==> config.mk <==
export PLATFORM = sky130hd
export DESIGN_NAME = demux2_stream
export DESIGN_NICKNAME = d
export VERILOG_FILES = /design/src/rtl/demux2_stream.sv
export SDC_FILE = /design/constraint.sdc
export NUM_CORES = 1
export LEC_CHECK = 0
export ABC_AREA = 1
export CAP_MARGIN = 5
export CORE_ASPECT_RATIO = 1.1
export CORE_UTILIZATION = 40
export CTS_CLUSTER_SIZE = 24
export DETAILED_ROUTE_END_ITERATION = 10
export GPL_TIMING_DRIVEN = 0
export SETUP_SLACK_MARGIN = 0.3
export SYNTH_ARGS = -nofsm -noshare
export SYNTH_HDL_FRONTEND = slang
export SYNTH_SLANG_ARGS = --single-unit
==> constraint.sdc <==
create_clock -name clk -period 1.55 [get_ports clk]
set_input_delay 0.155 -clock clk [delete_from_list [all_inputs] [get_ports clk]]
set_output_delay 0.155 -clock clk [all_outputs]
set_load 0.02 [all_outputs]
==> src/rtl/demux2_stream.sv <==
// 1-to-2 stream demux with a DEPTH-entry FIFO and a handshake counter per output.
// Latency 1 cycle in->out; in_ready drops only when the selected FIFO is full.

module demux2_fifo #(
  parameter int WIDTH = 8,
  parameter int DEPTH = 2
) (
  input  logic             clk,
  input  logic             rst_n,
  input  logic             push_i,
  input  logic [WIDTH-1:0] din_i,
  input  logic             pop_i,
  output logic             full_o,
  output logic             empty_o,
  output logic [WIDTH-1:0] dout_o
);
  localparam int AW = $clog2(DEPTH);

  logic [AW:0]      wptr_q, wptr_d, rptr_q, rptr_d;
  logic [WIDTH-1:0] mem_q [DEPTH];

  // Extra pointer MSB separates full from empty when the index bits match.
  assign full_o  = (wptr_q[AW] != rptr_q[AW]) && (wptr_q[AW-1:0] == rptr_q[AW-1:0]);
  assign empty_o = (wptr_q == rptr_q);
  assign dout_o  = mem_q[rptr_q[AW-1:0]];

  always_comb begin
    wptr_d = wptr_q;
    rptr_d = rptr_q;
    if (push_i) wptr_d = wptr_q + {{AW{1'b0}}, 1'b1};
    if (pop_i)  rptr_d = rptr_q + {{AW{1'b0}}, 1'b1};
  end

  always_ff @(posedge clk or negedge rst_n) begin
    if (!rst_n) begin
      wptr_q <= '0;
      rptr_q <= '0;
      for (int i = 0; i < DEPTH; i++) mem_q[i] <= '0;
    end else begin
      wptr_q <= wptr_d;
      rptr_q <= rptr_d;
      if (push_i) mem_q[wptr_q[AW-1:0]] <= din_i;
    end
  end
endmodule

module demux2_stream #(
  parameter int WIDTH = 8,
  parameter int DEPTH = 2,
  parameter int CNT_W = 16
) (
  input  logic             clk,
  input  logic             rst_n,
  input  logic             in_valid,
  output logic             in_ready,
  input  logic             in_sel,
  input  logic [WIDTH-1:0] in_data,
  output logic             out0_valid,
  input  logic             out0_ready,
  output logic [WIDTH-1:0] out0_data,
  output logic             out1_valid,
  input  logic             out1_ready,
  output logic [WIDTH-1:0] out1_data,
  output logic [CNT_W-1:0] cnt0,
  output logic [CNT_W-1:0] cnt1
);
  logic             en_q;
  logic             full0, full1, empty0, empty1;
  logic             push0, push1, pop0, pop1;
  logic [CNT_W-1:0] cnt0_q, cnt0_d, cnt1_q, cnt1_d;

  // en_q holds in_ready low through reset and releases it on the first edge after.
  assign in_ready   = en_q & (in_sel ? ~full1 : ~full0);
  assign push0      = in_valid & in_ready & ~in_sel;
  assign push1      = in_valid & in_ready & in_sel;
  assign out0_valid = ~empty0;
  assign out1_valid = ~empty1;
  assign pop0       = out0_valid & out0_ready;
  assign pop1       = out1_valid & out1_ready;
  assign cnt0       = cnt0_q;
  assign cnt1       = cnt1_q;

  demux2_fifo #(.WIDTH(WIDTH), .DEPTH(DEPTH)) u_fifo0 (
    .clk(clk), .rst_n(rst_n), .push_i(push0), .din_i(in_data), .pop_i(pop0),
    .full_o(full0), .empty_o(empty0), .dout_o(out0_data)
  );

  demux2_fifo #(.WIDTH(WIDTH), .DEPTH(DEPTH)) u_fifo1 (
    .clk(clk), .rst_n(rst_n), .push_i(push1), .din_i(in_data), .pop_i(pop1),
    .full_o(full1), .empty_o(empty1), .dout_o(out1_data)
  );

  always_comb begin
    cnt0_d = cnt0_q;
    cnt1_d = cnt1_q;
    if (pop0) cnt0_d = cnt0_q + {{(CNT_W-1){1'b0}}, 1'b1};
    if (pop1) cnt1_d = cnt1_q + {{(CNT_W-1){1'b0}}, 1'b1};
  end

  always_ff @(posedge clk or negedge rst_n) begin
    if (!rst_n) begin
      en_q   <= 1'b0;
      cnt0_q <= '0;
      cnt1_q <= '0;
    end else begin
      en_q   <= 1'b1;
      cnt0_q <= cnt0_d;
      cnt1_q <= cnt1_d;
    end
  end
endmodule

==> results of run 1 <==
area by class of cell:
class,instances,area (um^2)
Inverter,46,190.2
Multi-Input combinational cell,332,2228
Tap cell,114,142.6
Timing Repair Buffer,126,1235
Clock buffer,11,141.4
Fill cell,752,3009
Buffer,13,153.9
Clock inverter,5,55.05
Sequential cell,73,1853
per-layer routing:
| metal | GRT usage, % | wire, um |
|---|---|---|
| met1 | 29.66 | 4812 |
| met2 | 36.49 | 5542 |
| met4 | 8.442 | 211 |
| met3 | 4.112 | 395 |
| met5 | 0 | 0 |
state kept, by name, indices dropped and copies added (netlist names):
| register | flops |
|---|---|
| cnt1 | 16 |
| u_fifo0.wptr_q | 2 |
| u_fifo0.rptr_q | 2 |
| cnt0 | 16 |
| u_fifo1.rptr_q | 2 |
| u_fifo1.mem_q | 16 |
| u_fifo0.mem_q | 16 |
| u_fifo1.wptr_q | 2 |
| en_q | 1 |
worst min path at each step:
| stage | endpoint |
|---|---|
| 6_report | u_fifo1.mem_q[10]$_DFFE_PN0P_ |
| 4_1_cts | u_fifo1.mem_q[10]$_DFFE_PN0P_ |
| 2_1_floorplan | cnt0[0]$_DFFE_PN0P_ |
| 3_3_place_gp | u_fifo1.mem_q[1]$_DFFE_PN0P_ |
| 5_1_grt | u_fifo1.mem_q[10]$_DFFE_PN0P_ |
| 3_5_place_dp | u_fifo1.mem_q[10]$_DFFE_PN0P_ |
repair_timing:
action / CTS / global route
pin swaps: 35 / 37
resized for setup: 322 / 119
endpoints found under the hold margin: 31 / 0
endpoints found under the setup margin: 122 / 117
hold buffers: 1 / 0
cloned: 4 / 3
buffers inserted: 32 / 24
stage by stage:
step | TNS (ps) | area, um^2 | setup WS [ps]
global placement | -181840 | 4636 | -2609
floorplan | 0 | 3852 | 119.0
CTS | -472.5 | 5599 | -61.26
finish | -603.8 | 6000 | -92.67
detailed placement | -9769 | 4661 | -455.7
global route | -2980 | 6000 | -176.5
cell families after synthesis:
logic type      after synthesis
buf+inv                      59
fa+ha+maj                     2
xor+xnor                     30
flops                        73
other cells                   1
simple gates                257
compound gates               39
synth_stat cells (all sizes together):
cell / count / share of area, %
nand3b: 1 / 0.20
nand4: 28 / 5.2
ha: 2 / 0.67
nor3: 11 / 1.9
xor2: 25 / 6.0
inv: 46 / 4.6
xnor2: 5 / 1.2
o21ai: 37 / 4.9
a21boi: 2 / 0.50
nor2: 32 / 4.2
nand2: 166 / 17
nand3: 19 / 2.9
conb: 1 / 0.10
clkbuf: 4 / 0.40
buf: 9 / 1.9
dfrtp: 73 / 49
worst reg2reg max path: cells and delay by family (launching register included):
family        cells  cell delay (ps)
buf+inv           3              440
flops             1              420
simple gates      7              720
power by group through the flow:
stage | logic (mW) | registers, mW | clock network [mW]
global placement | 4.28 | 3.23 | 0
detailed placement | 4.35 | 3.25 | 0
global route | 7.46 | 3.46 | 1.64
finish | 6.96 | 3.37 | 1.52
CTS | 5.99 | 3.29 | 1.54
floorplan | 2.44 | 3.39 | 0
==> impl_metrics.yaml, run 1 <==
outcome:
  status: "complete, but fails checks"
  violations: "setup timing"
sta:
  setup_ws_ps: -92.67
  hold_viol_final: 0
  fin_crit_sh_pct: 106.0
  rsz0062_at_grt: "yes"
  setup_viol: 18
  slew_viol_final: 0
  tightest_slew_ps: 617.5
  skew_ps: 8.444
  layout_min_cycle_time_ps: 1643
  holdWs_ps: 286.3
  maxSlewHeadroom_pct: 58.70
  max_clock_freq_mhz: 608.8
cells_and_area:
  final_util_pct: 66.60
  layout_commonest_cell: "nand2_1"
  diodes: 0
  final_nets: 617
  drive_gt1_share_pct: 46.20
  mostFrequentLayoutCells: "nand2_1, buf_6, dfrtp_1"
  syn_to_final_growth_pct: 59.51
  finalNonFillerCells: 720
routing:
  drc: 0
  routed_wl_mm: 10.96
  wl_per_cell_um: 15.22
  viasPerCell: 5.103
  final_antenna_net_count: 0
  vias: 3674
  drtIter0Drc: 101
  drt_pass1_iterations: 4
setup_path:
  crit_chain: "buf_6 -> nand2_2 -> nand2_2 -> nand3_2 -> buf_4 -> nand3_4 -> nor2_4 -> buf_4 -> nand4_1 -> nand2_1"
  critPathMaxFanout: 7
  crit_arrival_ps: 1930
  critical_path_class: "flop to flop"
  startpoint: "u_fifo1.rptr_q[0]$_DFFE_PN0P_"
  worstPathRequired_ps: 1840
  crit_path_end: "u_fifo1.mem_q[10]$_DFFE_PN0P_"
  crit_family: "simple AND/OR/NAND/NOR gates"
  cp_slowest_cell: "dfrtp_1"
  slowest_delay_ps: 420
  crit_cells: 10
  end_kind: "flop"
  worstRegToRegCells: 10
  crit_buf_inv: 3
  startpoint_type: "flop"
  r2r_slack_ps: -90
  reg2reg_to: "u_fifo1.mem_q[10]$_DFFE_PN0P_"
  rr_startpoint: "u_fifo1.rptr_q[0]$_DFFE_PN0P_"
pwr:
  p_leak_nw: 2.904
  total_power_mw: 11.86
  comb_power_share_pct: 58.7
  switching_power_mw: 5.142
  p_sw_share_pct: 43.36
  p_clk_share_pct: 12.8
  internal-power_mw: 6.716
  power.density_nw_per_um2: 1977
  peakVddDrop_mv: 1.048
  power_frac_seq_pct: 28.4
floorplan:
  die-height_um: 103.7
  core_um2: 9009
  start_util_pct: 41.75
  die_w_um: 94.46
  rows: 36
  num_io_pins: 65
  die_area_um2: 9795
logic_synthesis:
  synth_area_um2: 3761
  ys_seq_area_share_pct: 48.57
  yosys.area_share.simple_pct: 31.20
  synthMuxAreaShare_pct: 0
  synth_top_family_by_area: "simple AND/OR/NAND/NOR gates"
  synth-xor-area-share_pct: 7.186
  synth_seq_cells: 73
  yosysUniqueCellTypes: 28
  syn_inst: 461
  synth_compound_area_share_pct: 5.422
  synthAdderAreaFrac_pct: 0.6653
  synth_warnings: 0
  syn_area_per_cell_um2: 8.159
  synth_fp_nets: 477
global_route:
  grt_max_degree: 43
  first_global_vias: 3593
  grt_pass1_wl_mm: 17.29
  grt_overflow: 0
  grt_antenna_before_repair: 0
  track_usage_pct: 22.51
flow_run:
  cap_viol_max_count: 0
clock_network:
  cts_tree: "built"
  cts_made_buffers: 9
  cts_root_buf: "clkbuf_8"
  cts_sinks: 73
  htree_num_levels: 3
  clkLatencyLatePin_ps: 350
  cts_buffer_depth: 2
  clkTransAtPathRegs_ps: 80
placement:
  dp_hpwl_mm: 6.400
  dp_cells: 640
  io_buffers: 64
  place.gp.congestion: 0.8009
worst_hold_path:
  min_path_type: "primary input to asynchronous set/reset pin"
Note: power is estimated with default switching activity, not from simulation.
==> run 2: changes to the inputs <==
- CTS_BUF_LIST: default -> sky130_fd_sc_hd__clkbuf_16
- SYNTH_HIERARCHICAL: default -> 1
==> run 2 against run 1 <==
Against the previous run: fmax fell by 6.8%; highest routed layer unchanged; register-to-register slack worse by 120 ps; power is 3.3% lower; the flow still finishes with violations (setup timing); non-clock buffer count shrank 12; cell count shrank 5.3%; synthesized cell count shrank 6.5%; via count decreased by 13%; combinational power fell by 9.3%; global-route usage fell by 2.7 points; wire length shrank 14%; sequential power down 1%; count of clock-buffer cells in the layout is 2 lower.
==> impl_metrics.yaml, run 2 <==
floorplan:
  die-height_um: 103.2
  rows: 36
  start_util_pct: 41.55
  die_w_um: 94.01
  num_io_pins: 65
  core_um2: 8964
  die_area_um2: 9703
routing:
  final_antenna_net_count: 0
  wl_per_cell_um: 13.79
  drt_pass1_iterations: 4
  routed_wl_mm: 9.403
  viasPerCell: 4.701
  drc: 0
  drtIter0Drc: 70
  vias: 3206
setup_path:
  critPathMaxFanout: 6
  worstPathRequired_ps: 1770
  rr_startpoint: "u_fifo1/rptr_q[0]$_DFFE_PN0P_"
  crit_chain: "buf_6 -> nand2_4 -> nand2_4 -> nor2_4 -> nand2_2 -> nand2_2 -> a21oi_4 -> nand2_4 -> nor2_4 -> nand2_4 -> buf_8 -> nand2_2 -> o21ai_2"
  end_kind: "flop"
  critical_path_class: "flop to flop"
  crit_arrival_ps: 1980
  reg2reg_to: "u_fifo0/mem_q[12]$_DFFE_PN0P_"
  worstRegToRegCells: 13
  timing.critical_path.mode_cell: "nand2_4"
  cp_slowest_cell: "dfrtp_2"
  slowest_delay_ps: 420
  startpoint_type: "flop"
  r2r_slack_ps: -210
placement:
  placed_area_um2: 4666
  dp_slack_ps: -349.4
  io_buffers: 64
  dp_cells: 610
  dp_hpwl_mm: 5.625
  place.gp.congestion: 0.7891
clock_network:
  clkTransAtPathRegs_ps: 60
  cts_sinks: 73
  cts_root_buf: "clkbuf_16"
  clkLatencyLatePin_ps: 330
  cts_tree: "built"
  htree_num_levels: 3
  cts_made_buffers: 9
  cts_buffer_depth: 2
pwr:
  p_leak_nw: 3.042
  peakVddDrop_mv: 1.259
  power.density_nw_per_um2: 1917
logic_synthesis:
  syn_area_per_cell_um2: 8.642
  yosysTopAreaCellShare_pct: 49.04
  synth_area_leader_cell: "dfrtp_1"
  synth_warnings: 6
  syn_inst: 431
  synth_area_um2: 3725
  synth_fp_nets: 447
  synth_edf_count: 0
  yosysUniqueCellTypes: 27
  post-synth-top-count-cell: "nand2_1"
  synthTopCellsByCount: "nand2_1, dfrtp_1, inv_1"
  async_reset_ff_share_pct: 100.0
  synth_flop_cell: "dfrtp_1"
  ys_seq_area_share_pct: 49.04
  synth_seq_cells: 73
  synth.top_cells.by_area: "dfrtp_1, nand2_1, o21ai_2, inv_1, xor2_1"
cells_and_area:
  final_area_um2: 5982
  final_util_pct: 66.74
  syn_to_final_growth_pct: 60.60
  mostFrequentLayoutCells: "nand2_1, dfrtp_1, buf_6"
  final_nets: 579
  finalNonFillerCells: 682
  diodes: 0
  drive_gt1_share_pct: 51.23
  layout_commonest_cell: "nand2_1"
sta:
  rsz0062_at_grt: "yes"
  hold_viol_final: 0
  tns_ps: -9632
  fin_crit_sh_pct: 113.7
  skew_ps: 5.974
  slew_viol_final: 0
  setup_ws_ps: -212.4
  setup_viol: 68
  max_clock_freq_mhz: 567.4
  layout_min_cycle_time_ps: 1762
global_route:
  grt_pass1_wl_mm: 14.57
  grt_antenna_before_repair: 0
  grt_max_degree: 53
  grt_overflow: 0
  track_usage_pct: 19.76
  first_global_vias: 3041
flow_run:
  cap_viol_max_count: 0
worst_hold_path:
  min_path_type: "primary input to asynchronous set/reset pin"
outcome:
  violations: "setup timing"
  status: "complete, but fails checks"
-- run 2: how the worst max path moves through the flow --
stage / from / to / slack, ps / cells past startpoint
2_1_floorplan: u_fifo1/rptr_q[0]$_DFFE_PN0P_ / u_fifo0/mem_q[5]$_DFFE_PN0P_ / -200 / 13
3_3_place_gp: rst_n / cnt0[9]$_DFFE_PN0P_ / -2350 / 1
3_5_place_dp: u_fifo1/rptr_q[0]$_DFFE_PN0P_ / u_fifo1/mem_q[5]$_DFFE_PN0P_ / -350 / 13
4_1_cts: u_fifo1/rptr_q[0]$_DFFE_PN0P_ / u_fifo1/mem_q[6]$_DFFE_PN0P_ / -180 / 13
5_1_grt: u_fifo1/rptr_q[0]$_DFFE_PN0P_ / u_fifo0/mem_q[12]$_DFFE_PN0P_ / -280 / 13
6_report: u_fifo1/rptr_q[0]$_DFFE_PN0P_ / u_fifo0/mem_q[12]$_DFFE_PN0P_ / -210 / 13
-- run 2: kinds of logic (layout without fill, tap and decap cells) --
| kind of cell | Yosys count | count (layout) | share of synthesized area (%) |
|---|---|---|---|
| AO/OA/AOI/OAI | 33 | 33 | 7.659 |
| XOR/XNOR | 29 | 29 | 7.021 |
| adder cells (fa/ha/maj) | 2 | 2 | 0.6717 |
| buffers and inverters | 64 | 201 | 7.793 |
| flip-flops | 73 | 73 | 49.04 |
| other | 1 | 1 | 0.1007 |
| AND/OR/NAND/NOR | 229 | 229 | 27.71 |
-- run 2: power by group --
part / switching [mW] / internal, mW
Clock: 0.773 / 1.05
Combinational: 3.20 / 3.11
Sequential: 0.727 / 2.60
-- run 2: repair_timing --
item,4_1_cts,5_1_grt
pin swaps,28,45
endpoints found under the hold margin,21,0
buffers inserted,34,18
hold buffers,1,0
gates cloned,2,1
gates resized for setup,255,113
endpoints found under the setup margin,123,113
-- run 2: layer usage --
layer | vias up | global-route usage (%) | routed length [um]
met5 | - | 0 | 0
met4 | 0 | 8.521 | 180
met3 | 13 | 2.851 | 226
met2 | 47 | 32.57 | 4846
met1 | 1551 | 26.12 | 4150
li1 | 1595 | - | -
-- run 2: final cells by class --
cell class | count | area, um^2
buffer | 6 | 102.6
clock buffer | 9 | 225.2
clock inverter | 7 | 31.28
fill | 705 | 2982
inverter | 58 | 247.7
multi-input combinational | 294 | 2161
sequential | 73 | 1837
tap | 114 | 142.6
timing repair buffer | 121 | 1235
-- run 2: worst max-delay path, delay by kind of cell, from the launching register on --
| family | cells | cell delay, ps |
|---|---|---|
| compound gates | 2 | 200 |
| buf+inv | 2 | 300 |
| flops | 1 | 420 |
| simple gates | 9 | 730 |
-- run 2: through the flow --
step,power [mW],hold slack (ps)
2_1_floorplan,5.817,-140.6
3_3_place_gp,7.271,463.2
3_5_place_dp,7.359,75.16
4_1_cts,10.30,263.5
5_1_grt,12.14,296.1
6_report,11.47,253.9
==> run 3: changes to the inputs <==
- CAP_MARGIN: 5 -> default
- CORE_MARGIN: default -> 2
==> run 3 against run 2 <==
Against the previous run: the flow still finishes with violations (setup timing); wire length up 2.3%; utilization up 1.7 points; largest cell class unchanged; global-route usage down 0.24 points; cell count up 1.0%; sequential power up 2%; count of clock-buffer cells in the layout unchanged.
==> impl_metrics.yaml, run 3 (synthesis gave the netlist of run 2 again) <==
outcome:
  status: "complete, but fails checks"
  violations: "setup timing"
pwr:
  power_frac_seq_pct: 28.0
  power.density_nw_per_um2: 1970
  comb_power_share_pct: 53.5
  peakVddDrop_mv: 1.434
  p_sw_share_pct: 39.91
  internal-power_mw: 7.259
  switching_power_mw: 4.820
  p_leak_nw: 3.073
  p_clk_share_pct: 18.5
placement:
  io_buffers: 64
  dp_hpwl_mm: 5.628
  place.gp.congestion: 0.7985
  dp_slack_ps: -362.2
floorplan:
  die-height_um: 105.2
  core_um2: 8964
  die_area_um2: 10100
  rows: 36
  die_w_um: 96.01
  start_util_pct: 41.55
  num_io_pins: 65
cells_and_area:
  layout_commonest_cell: "nand2_1"
  diodes: 0
  final_nets: 586
  multi_input_area_um2: 2156
  ff_latch_area_um2: 1841
  syn_to_final_growth_pct: 64.63
  nFillCells: 691
  drive_gt1_share_pct: 54.78
  final_util_pct: 68.41
  mostFrequentLayoutCells: "nand2_1, dfrtp_1, nand2_2"
global_route:
  track_usage_pct: 19.52
  first_global_vias: 3201
  grt_overflow: 0
  grt_pass1_wl_mm: 15.51
  grt_max_degree: 46
  grt_antenna_before_repair: 0
clock_network:
  cts_buffer_depth: 2
  cts_root_buf: "clkbuf_16"
  clkLatencyLatePin_ps: 330
  cts_made_buffers: 9
  clkTransAtPathRegs_ps: 60
  cts_tree: "built"
  cts_sinks: 73
  htree_num_levels: 3
setup_path:
  startpoint_type: "flop"
  crit_arrival_ps: 1980
  timing.critical_path.mode_cell: "nand2_2"
  worstRegToRegCells: 12
  rr_startpoint: "u_fifo1/rptr_q[0]$_DFFE_PN0P_"
  cp_slowest_cell: "dfrtp_2"
  startpoint: "u_fifo1/rptr_q[0]$_DFFE_PN0P_"
  worstPathRequired_ps: 1760
  crit_chain: "clkinv_4 -> nand2_2 -> nand2_4 -> nor2_4 -> nand2_2 -> nand2_2 -> a21oi_4 -> nand2_2 -> nor2_4 -> nand2_4 -> buf_6 -> xor2_1"
  critPathMaxFanout: 5
  end_kind: "flop"
  critical_path_class: "flop to flop"
  slowest_delay_ps: 440
sta:
  hold_viol_final: 0
  rsz0062_at_grt: "yes"
  setup_viol: 63
  setup_ws_ps: -217.1
  layout_min_cycle_time_ps: 1767
  max_clock_freq_mhz: 565.9
  skew_ps: 9.034
  slew_viol_final: 0
  tns_ps: -6885
  holdWs_ps: 289.1
  fin_crit_sh_pct: 114.0
routing:
  vias: 3255
  drtIter0Drc: 78
  drc: 0
  final_antenna_net_count: 0
  routed_wl_mm: 9.621
  wl_per_cell_um: 13.96
  drt_pass1_iterations: 4
  viasPerCell: 4.724
worst_hold_path:
  min_path_type: "primary input to asynchronous set/reset pin"
flow_run:
  cap_viol_max_count: 0
## run 3: cell types whose count changed in the layout (fill, tap and decap cells not counted), sizes merged
cell | previous run | this run
clkdlybuf4s15 | 12 | 13
buf | 81 | 87
inv | 59 | 55
clkinv | 5 | 7
bufinv | 0 | 2
## run 3: worst paths after layout
path	endpoint	slack, ps
max	u_fifo1/wptr_q[1]$_DFFE_PN0P_	-220
min	u_fifo0/wptr_q[0]$_DFFE_PN0P_	290
max reg2reg	u_fifo1/wptr_q[1]$_DFFE_PN0P_	-220
min reg2reg	u_fifo1/mem_q[13]$_DFFE_PN0P_	490
max in group asynchronous	u_fifo1/wptr_q[0]$_DFFE_PN0P_	670
min in group clk	u_fifo0/mem_q[13]$_DFFE_PN0P_	470
## run 3: routing by layer
| layer | global-route usage, % | wire (um) | up-vias |
|---|---|---|---|
| li1 | - | - | 1609 |
| met1 | 26.70 | 4357 | 1571 |
| met2 | 30.46 | 4806 | 61 |
| met3 | 3.360 | 308 | 14 |
| met4 | 7.857 | 148 | 0 |
| met5 | 0 | 0 | - |
## run 3: area by class of cell
cell class                      instances  share of cell area [%]
Timing Repair Buffer                  128                   21.57
Buffer                                  6                   1.673
Inverter                               58                   4.040
Multi-Input combinational cell        294                   35.16
Tap cell                              114                   2.326
Sequential cell                        73                   30.01
Clock buffer                            9                   3.673
Clock inverter                          7                   1.551
## run 3: critical path: cells and delay by family, from the launching register on
family / cells / cell delay, ps
buffers and inverters: 2 / 210
xor gates and xnor gates: 1 / 130
DFF: 1 / 440
AOI/OAI and AO/OA: 1 / 120
and+or+nand+nor: 8 / 750
## run 3: through the flow
step	cell area, um^2	instances	total power, mW
global placement	4641	609	7.253
floorplan	3857	431	5.817
CTS	5772	675	11.13
detailed placement	4666	610	7.354
global route	6132	689	12.75
finish	6132	689	12.08
## run 3: what timing repair did
action	CTS	global route
gates cloned	3	2
buffers inserted	45	12
pin swaps	35	40
hold buffers	1	0
setup endpoints to repair	123	118
gates resized for setup	275	106
endpoints found under the hold margin	28	0
## run 3: power by group through the flow
stage	registers, mW	logic, mW	clock network, mW
floorplan	3.26	2.56	0
detailed placement	3.16	4.20	0
global placement	3.13	4.12	0
CTS	3.24	5.62	2.26
global route	3.48	6.92	2.35
finish	3.39	6.46	2.23
